## src/rtl/alu_top.sv

```systemverilog
// Clocked 16-function ALU: one-hot unit decode on ALU_FUN[3:2], one registered result and flag per unit.
// Optional feature: define ALU_DIVIDER_EN to build the unsigned divider used by function 0011.
module alu_top #(
    parameter int INDATA_WIDTH = 16
) (
    input  logic                        CLK,
    input  logic                        RST,
    input  logic [INDATA_WIDTH-1:0]     A,
    input  logic [INDATA_WIDTH-1:0]     B,
    input  logic [3:0]                  ALU_FUN,
    output logic [2*INDATA_WIDTH-1:0]   Arith_OUT,
    output logic                        Carry_OUT,
    output logic                        Arith_FLAG,
    output logic [INDATA_WIDTH-1:0]     Logic_OUT,
    output logic                        Logic_FLAG,
    output logic [INDATA_WIDTH-1:0]     Shift_OUT,
    output logic                        Shift_FLAG,
    output logic [2:0]                  CMP_OUT,
    output logic                        CMP_FLAG
);

    localparam int W = INDATA_WIDTH;

    logic [3:0]     unit_en_s;     // [0] arith, [1] logic, [2] compare, [3] shift
    logic [W:0]     sum_s;
    logic [2*W-1:0] a_ext_s;
    logic [2*W-1:0] b_ext_s;
    logic [2*W-1:0] arith_res_s;
    logic           arith_carry_s;
    logic [W-1:0]   logic_res_s;
    logic [2:0]     cmp_res_s;
    logic [W-1:0]   shift_res_s;

    assign sum_s   = {1'b0, A} + {1'b0, B};
    assign a_ext_s = {{W{1'b0}}, A};
    assign b_ext_s = {{W{1'b0}}, B};

`ifdef ALU_DIVIDER_EN
    logic [W-1:0] quot_s;

    // Unsigned quotient, forced to zero on divide-by-zero
    always_comb begin
        quot_s = {W{1'b0}};
        if (B != {W{1'b0}}) begin
            quot_s = A / B;
        end else begin
            quot_s = {W{1'b0}};
        end
    end
`endif

    // One-hot unit decode
    always_comb begin
        unit_en_s = 4'b0000;
        case (ALU_FUN[3:2])
            2'b00:   unit_en_s = 4'b0001;
            2'b01:   unit_en_s = 4'b0010;
            2'b10:   unit_en_s = 4'b0100;
            2'b11:   unit_en_s = 4'b1000;
            default: unit_en_s = 4'b0000;
        endcase
    end

    // Arithmetic unit datapath; carry doubles as the borrow for subtraction
    always_comb begin
        arith_res_s   = {(2*W){1'b0}};
        arith_carry_s = 1'b0;
        case (ALU_FUN[1:0])
            2'b00: begin
                arith_res_s   = {{(W-1){1'b0}}, sum_s};
                arith_carry_s = sum_s[W];
            end
            2'b01: begin
                arith_res_s   = a_ext_s - b_ext_s;
                arith_carry_s = (A < B) ? 1'b1 : 1'b0;
            end
            2'b10: begin
                arith_res_s   = a_ext_s * b_ext_s;
                arith_carry_s = 1'b0;
            end
            2'b11: begin
`ifdef ALU_DIVIDER_EN
                arith_res_s   = {{W{1'b0}}, quot_s};
`else
                arith_res_s   = {(2*W){1'b0}};
`endif
                arith_carry_s = 1'b0;
            end
            default: begin
                arith_res_s   = {(2*W){1'b0}};
                arith_carry_s = 1'b0;
            end
        endcase
    end

    // Logic unit datapath
    always_comb begin
        logic_res_s = {W{1'b0}};
        case (ALU_FUN[1:0])
            2'b00:   logic_res_s = A & B;
            2'b01:   logic_res_s = A | B;
            2'b10:   logic_res_s = ~(A & B);
            2'b11:   logic_res_s = ~(A | B);
            default: logic_res_s = {W{1'b0}};
        endcase
    end

    // Compare unit datapath; a false relation yields zero
    always_comb begin
        cmp_res_s = 3'd0;
        case (ALU_FUN[1:0])
            2'b00:   cmp_res_s = 3'd0;
            2'b01:   cmp_res_s = (A == B) ? 3'd1 : 3'd0;
            2'b10:   cmp_res_s = (A > B)  ? 3'd2 : 3'd0;
            2'b11:   cmp_res_s = (A < B)  ? 3'd3 : 3'd0;
            default: cmp_res_s = 3'd0;
        endcase
    end

    // Shift unit datapath, logical with zero fill
    always_comb begin
        shift_res_s = {W{1'b0}};
        case (ALU_FUN[1:0])
            2'b00:   shift_res_s = A >> 1;
            2'b01:   shift_res_s = A << 1;
            2'b10:   shift_res_s = B >> 1;
            2'b11:   shift_res_s = B << 1;
            default: shift_res_s = {W{1'b0}};
        endcase
    end

    // Arithmetic result register, cleared whenever the unit is not selected
    always_ff @(posedge CLK or negedge RST) begin
        if (!RST) begin
            Arith_OUT <= {(2*W){1'b0}};
            Carry_OUT <= 1'b0;
        end else if (unit_en_s[0]) begin
            Arith_OUT <= arith_res_s;
            Carry_OUT <= arith_carry_s;
        end else begin
            Arith_OUT <= {(2*W){1'b0}};
            Carry_OUT <= 1'b0;
        end
    end

    // Logic result register
    always_ff @(posedge CLK or negedge RST) begin
        if (!RST) begin
            Logic_OUT <= {W{1'b0}};
        end else if (unit_en_s[1]) begin
            Logic_OUT <= logic_res_s;
        end else begin
            Logic_OUT <= {W{1'b0}};
        end
    end

    // Compare result register
    always_ff @(posedge CLK or negedge RST) begin
        if (!RST) begin
            CMP_OUT <= 3'd0;
        end else if (unit_en_s[2]) begin
            CMP_OUT <= cmp_res_s;
        end else begin
            CMP_OUT <= 3'd0;
        end
    end

    // Shift result register
    always_ff @(posedge CLK or negedge RST) begin
        if (!RST) begin
            Shift_OUT <= {W{1'b0}};
        end else if (unit_en_s[3]) begin
            Shift_OUT <= shift_res_s;
        end else begin
            Shift_OUT <= {W{1'b0}};
        end
    end

    // Unit-selected flags, exactly one high after any post-reset edge
    always_ff @(posedge CLK or negedge RST) begin
        if (!RST) begin
            Arith_FLAG <= 1'b0;
            Logic_FLAG <= 1'b0;
            CMP_FLAG   <= 1'b0;
            Shift_FLAG <= 1'b0;
        end else begin
            Arith_FLAG <= unit_en_s[0];
            Logic_FLAG <= unit_en_s[1];
            CMP_FLAG   <= unit_en_s[2];
            Shift_FLAG <= unit_en_s[3];
        end
    end

endmodule

```

## config.mk

```make
export PLATFORM = sky130hd
export DESIGN_NAME = alu_top
export DESIGN_NICKNAME = d
export VERILOG_FILES = /design/src/rtl/alu_top.sv
export SDC_FILE = /design/constraint.sdc
export NUM_CORES = 1
export LEC_CHECK = 0
export ABC_AREA = 1
export CAP_MARGIN = 5
export CELL_PAD_IN_SITES_DETAIL_PLACEMENT = 0
export CELL_PAD_IN_SITES_GLOBAL_PLACEMENT = 2
export CORE_MARGIN = 2
export CORE_UTILIZATION = 38
export CTS_CLUSTER_DIAMETER = 200
export DETAILED_ROUTE_END_ITERATION = 10
export PLACE_DENSITY_LB_ADDON = 0.1
export SYNTH_ARGS = -nofsm -noshare
export SYNTH_HDL_FRONTEND = slang
export SYNTH_SLANG_ARGS = --single-unit
```

## constraint.sdc

```tcl
create_clock -name CLK -period 1 [get_ports CLK]
set_input_delay 0.15 -clock CLK [delete_from_list [all_inputs] [get_ports CLK]]
set_output_delay 0.15 -clock CLK [all_outputs]
set_load 0.02 [all_outputs]
```

==> flow_summary.toml, run 1 <==
[run_status]
outcome = "finished, violations left"
violations = "negative setup slack"

[yosys]
synthDistinctLibCells = 42
synth_edf_count = 0
syn_inst = 2088
syn_area_um2 = 14600
synth_nets = 2474
ys.flop_type = "dfrtp_1"
synth_warnings = 0
ys_ff_latch = 71
ys_seq_area_frac = 0.121
avgSynthCellArea_um2 = 7.01
async_flop_share = 1.00

[grt]
grt_pass1_wl_um = 95100
antenna_found_initial = 2
grt_pass1_vias = 15900
grt_max_degree = 29
grt_usage = 0.317
gr-total-overflow = 0

[floorplanning]
rows = 71
dieHeight_um = 200
die_area_um2 = 40100
core_um2 = 37800
fp.dieW_um = 200
io_pins = 110
initial_core_util = 0.388

[setup_path]
critical-path-slowest-cell = "fa_2"
worstPathArrival_ns = 5.11
cp_max_fo = 5
critPathCaptureType = "flop"
crit_type = "primary input to flop"
critPathMaxStageDelay_ns = 0.56
path_buf_inv = 8
critPathRequiredTime_ns = 1.26
critPathTopFamily = "adder cells"
start_kind = "primary input"

[placement]
routabilityCongestion = 0.919
dpl_worst_slack_ns = -4.79
io_buffers = 108
hpwl_um = 48400

[drt]
viasPerCell = 4.98
num_vias = 15400
drt_iter0_drc = 1037
dr.pass1.iters = 5
routedWlPerCell_um = 20.2
drtAntennaViolNets = 0
wl_um = 62500
remaining_drc_errors = 0

[cts]
clk_pin_slew_ns = 0.06
cts_tree = "done"
cts-root-buf = "clkbuf_16"
numCtsBuffers = 9
clk_path_buf_depth = 2
cts_sinks = 71
htreeDepth = 3

[timing]
fmax_mhz = 206
maxSlewViolCount = 0
rsz0062_at_grt = "yes"
setup_violations = 116
finalHoldViolCount = 0
finalCriticalPeriod_ns = 4.85
setup_ws_ns = -3.85
finalCritPeriodShare = 4.85
tns_ns = -108.14
whs_ns = 0.191

[min_path]
hp-class = "primary input to asynchronous set/reset pin"

[layout]
nNetsFinal = 2963
drive_gt1_frac = 0.441
syn2layout_area_growth_pct = 60.6
nFillCells = 3329

[run]
cap_viol_max_count = 0
==> registers in the layout, summed over array words and instances (netlist names) <==
| name | count |
|---|---|
| Arith_FLAG | 1 |
| Arith_OUT | 32 |
| CMP_FLAG | 1 |
| CMP_OUT | 2 |
| Carry_OUT | 1 |
| Logic_FLAG | 1 |
| Logic_OUT | 16 |
| Shift_FLAG | 1 |
| Shift_OUT | 16 |
==> logic make-up (layout without fill, tap and decap cells) <==
kind of cell | after synthesis | count (layout) | synth area share
buffers and inverters | 624 | 1118 | 0.163
other | 1 | 3 | 0.000256
AOI/OAI and AO/OA | 230 | 230 | 0.0890
adders and majority gates | 348 | 348 | 0.398
xor gates and xnor gates | 7 | 7 | 0.00419
and+or+nand+nor | 807 | 807 | 0.224
DFF | 71 | 71 | 0.121
==> path summary, 6_finish.rpt <==
check,startpoint,end,slack (ns),cells after the start
min in group CLK,ALU_FUN[2],CMP_FLAG$_DFF_PN0_,0.19,3
setup / recovery,B[9],Arith_OUT[27]$_DFF_PN0_,-3.85,25
max in group asynchronous,RST,Arith_OUT[13]$_DFF_PN0_,0.36,3
hold / removal,RST,Shift_OUT[14]$_DFF_PN0_,0.19,2
==> area by class of cell <==
class                           count  area (µm²)  area share
Multi-Input combinational cell   1393       12800       0.545
Inverter                          526        2030      0.0863
Timing Repair Buffer              576        5940       0.253
Sequential cell                    71        1780      0.0756
Tap cell                          511         639      0.0272
Antenna cell                        2        5.00    0.000213
Clock inverter                      6        66.3     0.00282
Clock buffer                       10         229     0.00975
==> layer usage <==
metal / part of all wire / global-route usage
met5: 0 / 0
met2: 0.45 / 0.500
met4: 0.046 / 0.135
met3: 0.063 / 0.0609
met1: 0.44 / 0.427
==> layout by cell type (no fill, tap or decap), types with 51 or more instances in the layout <==
master	instances
dfrtp_1	71
inv_2	108
buf_12	51
ha_1	89
nor2_1	68
nand2_2	109
ha_4	53
buf_4	319
inv_1	400
fa_1	170
a21oi_1	71
nand2_1	418
buf_6	154
nand3_1	57
==> cell usage after synthesis, types with 2 or more instances <==
library cell	n	area share
a211oi_1	4	0.0021
a21o_1	2	0.0010
a21oi_1	102	0.035
a21oi_2	14	0.0084
a221oi_1	2	0.0012
a31oi_1	5	0.0021
buf_1	3	0.00077
buf_2	16	0.0055
buf_4	3	0.0015
clkbuf_1	75	0.019
dfrtp_1	71	0.12
fa_1	196	0.27
ha_1	152	0.13
inv_1	516	0.13
inv_2	10	0.0026
nand2_1	562	0.14
nand2_2	8	0.0034
nand3_1	91	0.031
nand3_2	2	0.0014
nand3b_1	6	0.0031
nand4_1	9	0.0038
nor2_1	108	0.028
nor2_2	3	0.0013
nor3_1	8	0.0027
nor3_2	3	0.0021
o211ai_1	2	0.0010
o21ai_0	63	0.022
o21ai_1	7	0.0024
o21bai_1	9	0.0046
o221ai_1	4	0.0024
o22ai_1	13	0.0056
or2_2	4	0.0017
xnor2_1	3	0.0018
xor2_1	4	0.0024
==> per-stage QoR <==
| stage | area, µm² | cells | utilization |
|---|---|---|---|
| floorplan | 16000 | 2088 | - |
| global placement | 19500 | 2945 | 0.518 |
| detailed placement | 19500 | 2945 | 0.518 |
| CTS | 22500 | 3068 | 0.596 |
| global route | 23500 | 3094 | 0.622 |
| finish | 23500 | 3095 | 0.622 |
==> repair_timing <==
action	4_1_cts	5_1_grt
cloned	7	1
endpoints found under the hold margin	71	0
hold buffers	1	0
pin swaps	197	209
gates resized for setup	1038	278
buffers inserted	106	43
endpoints found under the setup margin	138	136
Power of run 1 is left out: the tool's default activity adds up to more than one toggle a clock period on the data nets, which glitch-free logic cannot reach.
==> run 2, diff against run 1 <==
--- a/config.mk
+++ b/config.mk
@@ -9,7 +9,6 @@
 export CAP_MARGIN = 5
 export CELL_PAD_IN_SITES_DETAIL_PLACEMENT = 0
 export CELL_PAD_IN_SITES_GLOBAL_PLACEMENT = 2
-export CORE_MARGIN = 2
 export CORE_UTILIZATION = 38
 export CTS_CLUSTER_DIAMETER = 200
 export DETAILED_ROUTE_END_ITERATION = 10
==> constraint.sdc (replaced) <==
create_clock -name CLK -period 5.6 [get_ports CLK]
set_input_delay 0.84 -clock CLK [delete_from_list [all_inputs] [get_ports CLK]]
set_output_delay 0.84 -clock CLK [all_outputs]
set_load 0.02 [all_outputs]
==> flow_summary.toml, run 2 (synthesized netlist as in run 1, its figures left out) <==
[layout]
final_cell_mix = "461 x nand2_1, 449 x inv_1, 182 x buf_4"
reg_top3 = "Arith_OUT (32), Logic_OUT (16), Shift_OUT (16)"
drive_gt1_frac = 0.259
final_common_cell = "nand2_1"
nNetsFinal = 2735
stdcell_area_um2 = 19700
largest_reg_flops = 32
syn2layout_area_growth_pct = 34.9
nFillCells = 3724
top_register = "Arith_OUT"

[drt]
routedWlPerCell_um = 20.4
viasPerCell = 4.94
dr.pass1.iters = 5
remaining_drc_errors = 0
wl_um = 58500
drtAntennaViolNets = 0
drt_iter0_drc = 937
num_vias = 14200

[cts]
htreeDepth = 3
clk_path_buf_depth = 2
cts_tree = "done"
clk_pin_slew_ns = 0.09
numCtsBuffers = 9
cts_hold_buf = 0
cts-root-buf = "clkbuf_16"
cts_sinks = 71

[grt]
antenna_found_initial = 3
grt_pass1_wl_um = 88900
grt_max_degree = 72
grt_pass1_vias = 14700
grt_usage = 0.311
gr-total-overflow = 0

[floorplanning]
initial_core_util = 0.388
io_pins = 110
fp.dieW_um = 198
dieHeight_um = 198
rows = 71
core_um2 = 37800
die_area_um2 = 39300

[setup_path]
start_kind = "primary input"
crit_type = "primary input to flop"
critPathCaptureType = "flop"
critPathRequiredTime_ns = 5.83
worstPathArrival_ns = 5.82
cp_max_fo = 5

[placement]
io_buffers = 108
hpwl_um = 47000
postPlaceCellArea_um2 = 17700
routabilityCongestion = 0.910

[timing]
finalCritPeriodShare = 0.997
maxSlewViolCount = 0
whs_ns = 0.603
setup_violations = 0
fmax_mhz = 179
finalHoldViolCount = 0
worstMarginPinSlew_ns = 1.21
finalCriticalPeriod_ns = 5.59
rsz0062_at_grt = "yes"
slew_headroom = 0.194

[min_path]
hp-class = "primary input to asynchronous set/reset pin"

[run_status]
outcome = "completed"

[run]
cap_viol_max_count = 0
-- run 2: cell count changes in the layout (fill, tap and decap cells not counted), moves of 16 or more --
cell             before  now
buf_4               319  182
buf_6               154   32
clkdlybuf4s50_1       1   76
inv_1               400  449
nand2_1             418  461
ha_1                 89  125
inv_2               108   72
ha_4                 53   19
o21ai_0              28   60
nand2_2             109   78
buf_12               51   26
buf_8                32    8
a21oi_1              71   87
-- run 2: critical path: stages --
cell and delay [ns]:
buf_2 0.16, ha_1 0.21, inv_1 0.21, fa_2 0.48
inv_1 0.11, fa_2 0.45, fa_1 0.53, fa_2 0.45
fa_1 0.50, inv_2 0.04, fa_1 0.55, inv_2 0.06
ha_4 0.34, nand2_4 0.09, nor2_4 0.14, buf_6 0.11
nand2_1 0.06, nor2_1 0.11, nand2_1 0.10, nand2_1 0.08
nand2_1 0.06, nand3_2 0.06, a21oi_2 0.05
-- run 2: per-stage QoR --
| stage | cells | setup TNS, ns | setup slack [ns] | util |
|---|---|---|---|---|
| floorplan | 2088 | -0.00478 | -0.00478 | - |
| global placement | 2798 | -22.73 | -1.13 | 0.469 |
| detailed placement | 2798 | -22.84 | -1.13 | 0.469 |
| CTS | 2856 | -0.0770 | -0.0340 | 0.505 |
| global route | 2867 | -1.87 | -0.187 | 0.523 |
| finish | 2867 | 0 | 0.0144 | 0.523 |
-- run 2: final cells by class --
class | count | area [µm²] | area share
multi-input cells | 1393 | 11600 | 0.588
repair buffers | 348 | 3400 | 0.172
inverters | 526 | 1990 | 0.101
flip-flops and latches | 71 | 1780 | 0.0900
well taps | 511 | 639 | 0.0324
clock buffers | 11 | 243 | 0.0123
clock inverters | 5 | 81.3 | 0.00412
diodes | 2 | 5.00 | 0.000254
-- run 2: how the worst max path moves through the flow --
stage	from	to	depth (start not counted)
after floorplan	A[10]	Arith_OUT[12]$_DFF_PN0_	23
after global placement	B[7]	Arith_OUT[24]$_DFF_PN0_	25
after detailed placement	A[8]	Arith_OUT[13]$_DFF_PN0_	25
after CTS	A[5]	Arith_OUT[12]$_DFF_PN0_	25
after global routing	A[6]	Arith_OUT[25]$_DFF_PN0_	27
final	B[8]	Arith_OUT[29]$_DFF_PN0_	23
-- run 2: timing repair --
item | in CTS | in global routing
gates resized for setup | 300 | 232
endpoints found under the setup margin | 24 | 23
setup buffers | 42 | 15
pin swaps | 80 | 165
gates cloned | 3 | 2
-- run 2: routing by layer --
metal / routed length [µm] / global-route usage / part of all wire
met4: 1270 / 0.0870 / 0.022
met2: 28500 / 0.529 / 0.49
met1: 25100 / 0.406 / 0.43
met5: 0 / 0 / 0
met3: 3670 / 0.0496 / 0.063
Power of run 2 is left out for the same reason.
==> patch (settings of run 1) <==
Add a define of `ALU_DIVIDER_EN`.
--- a/src/rtl/alu_top.sv
+++ b/src/rtl/alu_top.sv
@@ -2,2 +2,4 @@
 // Optional feature: define ALU_DIVIDER_EN to build the unsigned divider used by function 0011.
+`define ALU_DIVIDER_EN
+
 module alu_top #(
Behaviour: not the same (Yosys sat finds a counterexample within 4 cycles, from zero or initial values and one cycle with RST low).
==> patch against run 1 <==
The flow still finishes with violations (negative setup slack). Hold slack improved by 0.11 ns. Cell count grew 49%. Synthesized area increased by 41%. Global-route usage rose by 0.16 points. Highest routed layer unchanged. Sequential cell count did not move. Setup slack worse by 18 ns. Final area grew 42%. Routed wire length is 48% higher.
==> patch: results (changes against run 1) <==
- Status: finished, violations left
- Failing checks: negative setup slack
- Worst path top cell family by delay: simple AND/OR/NAND/NOR gates
- Asr flop ratio synth: 1.00 (unchanged)
- Final RePlAce weighted congestion: 0.957 (+4.1%)
- Largest net degree at the start of global routing: 54 (+86%)
- Crit path max fanout: 7 (+2)
- Synth top area cells: fa_1, ha_1, nand2_1
- Layout Nets: 4444 (+50%)
- Starting DRC count in detailed routing: 1713 (+65%)
- Post-route setup slack: -21.46 ns (-17.61 ns)
- Sequential share of the synthesized area: 0.0861 (-0.0353)
- GRT Util Overall: 0.319 (+0.00160)
- Synth Area in Compound Gates: 0.131 (+0.0416)
- DR WL/cell: 20.0 µm (-1.1%)
- Worst path slowest cell: ha_4
- Most frequent cells after synthesis: nand2_1, inv_1, ha_1, fa_1, a21oi_1
- CP startpoint: B[0]
- Initial antenna violation count: 0 (-2)
- Slowest stage delay, CP: 0.30 ns (-0.26 ns)
- Ys flop type: dfrtp_1
- Hpwl dp: 69.8 mm (+44%)
- Post-synthesis mux area share: 0.000485 (+0.000485)
- Vias: 23300 (+51%)
- Setup WS pre-CTS: -22.73 ns (-17.94 ns)
- Fillcell total: 4763 (+43%)
- Synth unique cells: 69 (+64%)
- Total CTS buffers: 9 (unchanged)
- XOR/XNOR Fraction of Synth Area: 0.0284 (+0.0242)
- Final setup fails: 138 (+19%)
- First-pass GRT wire length: 136 mm (+43%)
- Layout cells sized above 1: 0.458 (+0.0177)
- Syn nets: 3397 (+37%)
- WP data arrival: 22.73 ns (+17.62 ns)
- N_diodes: 0 (-2)
- Post-Synth Adder-Cell Area: 0.367 (-0.0316)
- Setup tns final: -276.33 ns (-168.19 ns)
- CTS clk-pin slew, worst paths: 0.08 ns (+0.02 ns)
==> patch: how the worst max path moves through the flow <==
| stage | cells after the start | endpoint | slack (ns) |
|---|---|---|---|
| floorplan | 220 | Arith_OUT[0]$_DFF_PN0_ | -20.46 |
| CTS | 220 | Arith_OUT[0]$_DFF_PN0_ | -21.07 |
| global placement | 217 | Arith_OUT[0]$_DFF_PN0_ | -21.85 |
| detailed placement | 212 | Arith_OUT[0]$_DFF_PN0_ | -22.73 |
| global route | 221 | Arith_OUT[0]$_DFF_PN0_ | -22.98 |
| finish | 216 | Arith_OUT[0]$_DFF_PN0_ | -21.46 |
==> patch: layout make-up <==
cell class / count / area share
Timing Repair Buffer: 1149 / 0.283
Sequential cell: 71 / 0.0534
Timing Repair inverter: 1 / 0.000263
Inverter: 566 / 0.0669
Tap cell: 696 / 0.0262
Clock inverter: 7 / 0.00188
Multi-Input combinational cell: 2121 / 0.562
Clock buffer: 9 / 0.00676
==> patch: per-layer routing <==
| layer | global-route usage | vias to the layer above | part of all wire |
|---|---|---|---|
| li1 | - | 11200 | - |
| met1 | 0.454 | 11300 | 0.46 |
| met2 | 0.521 | 680 | 0.45 |
| met3 | 0.0252 | 131 | 0.053 |
| met4 | 0.0863 | 0 | 0.034 |
| met5 | 0 | - | 0 |
==> patch: what timing repair did <==
action                                 4_1_cts  5_1_grt
gates cloned                                 1        4
hold buffers                                 1        0
buffers inserted                           234       55
setup endpoints to repair                  138      138
resized for setup                          424      368
endpoints found under the hold margin       71        0
pin swaps                                  163      168
==> patch: per-stage QoR <==
step	std cells	hold slack (ns)	cell area [µm²]
6_report	4620	0.303	33300
5_1_grt	4620	0.336	33300
4_1_cts	4566	0.300	31800
3_5_place_dp	4319	0.153	28800
3_3_place_gp	4319	0.146	28800
2_1_floorplan	2872	-0.146	22300
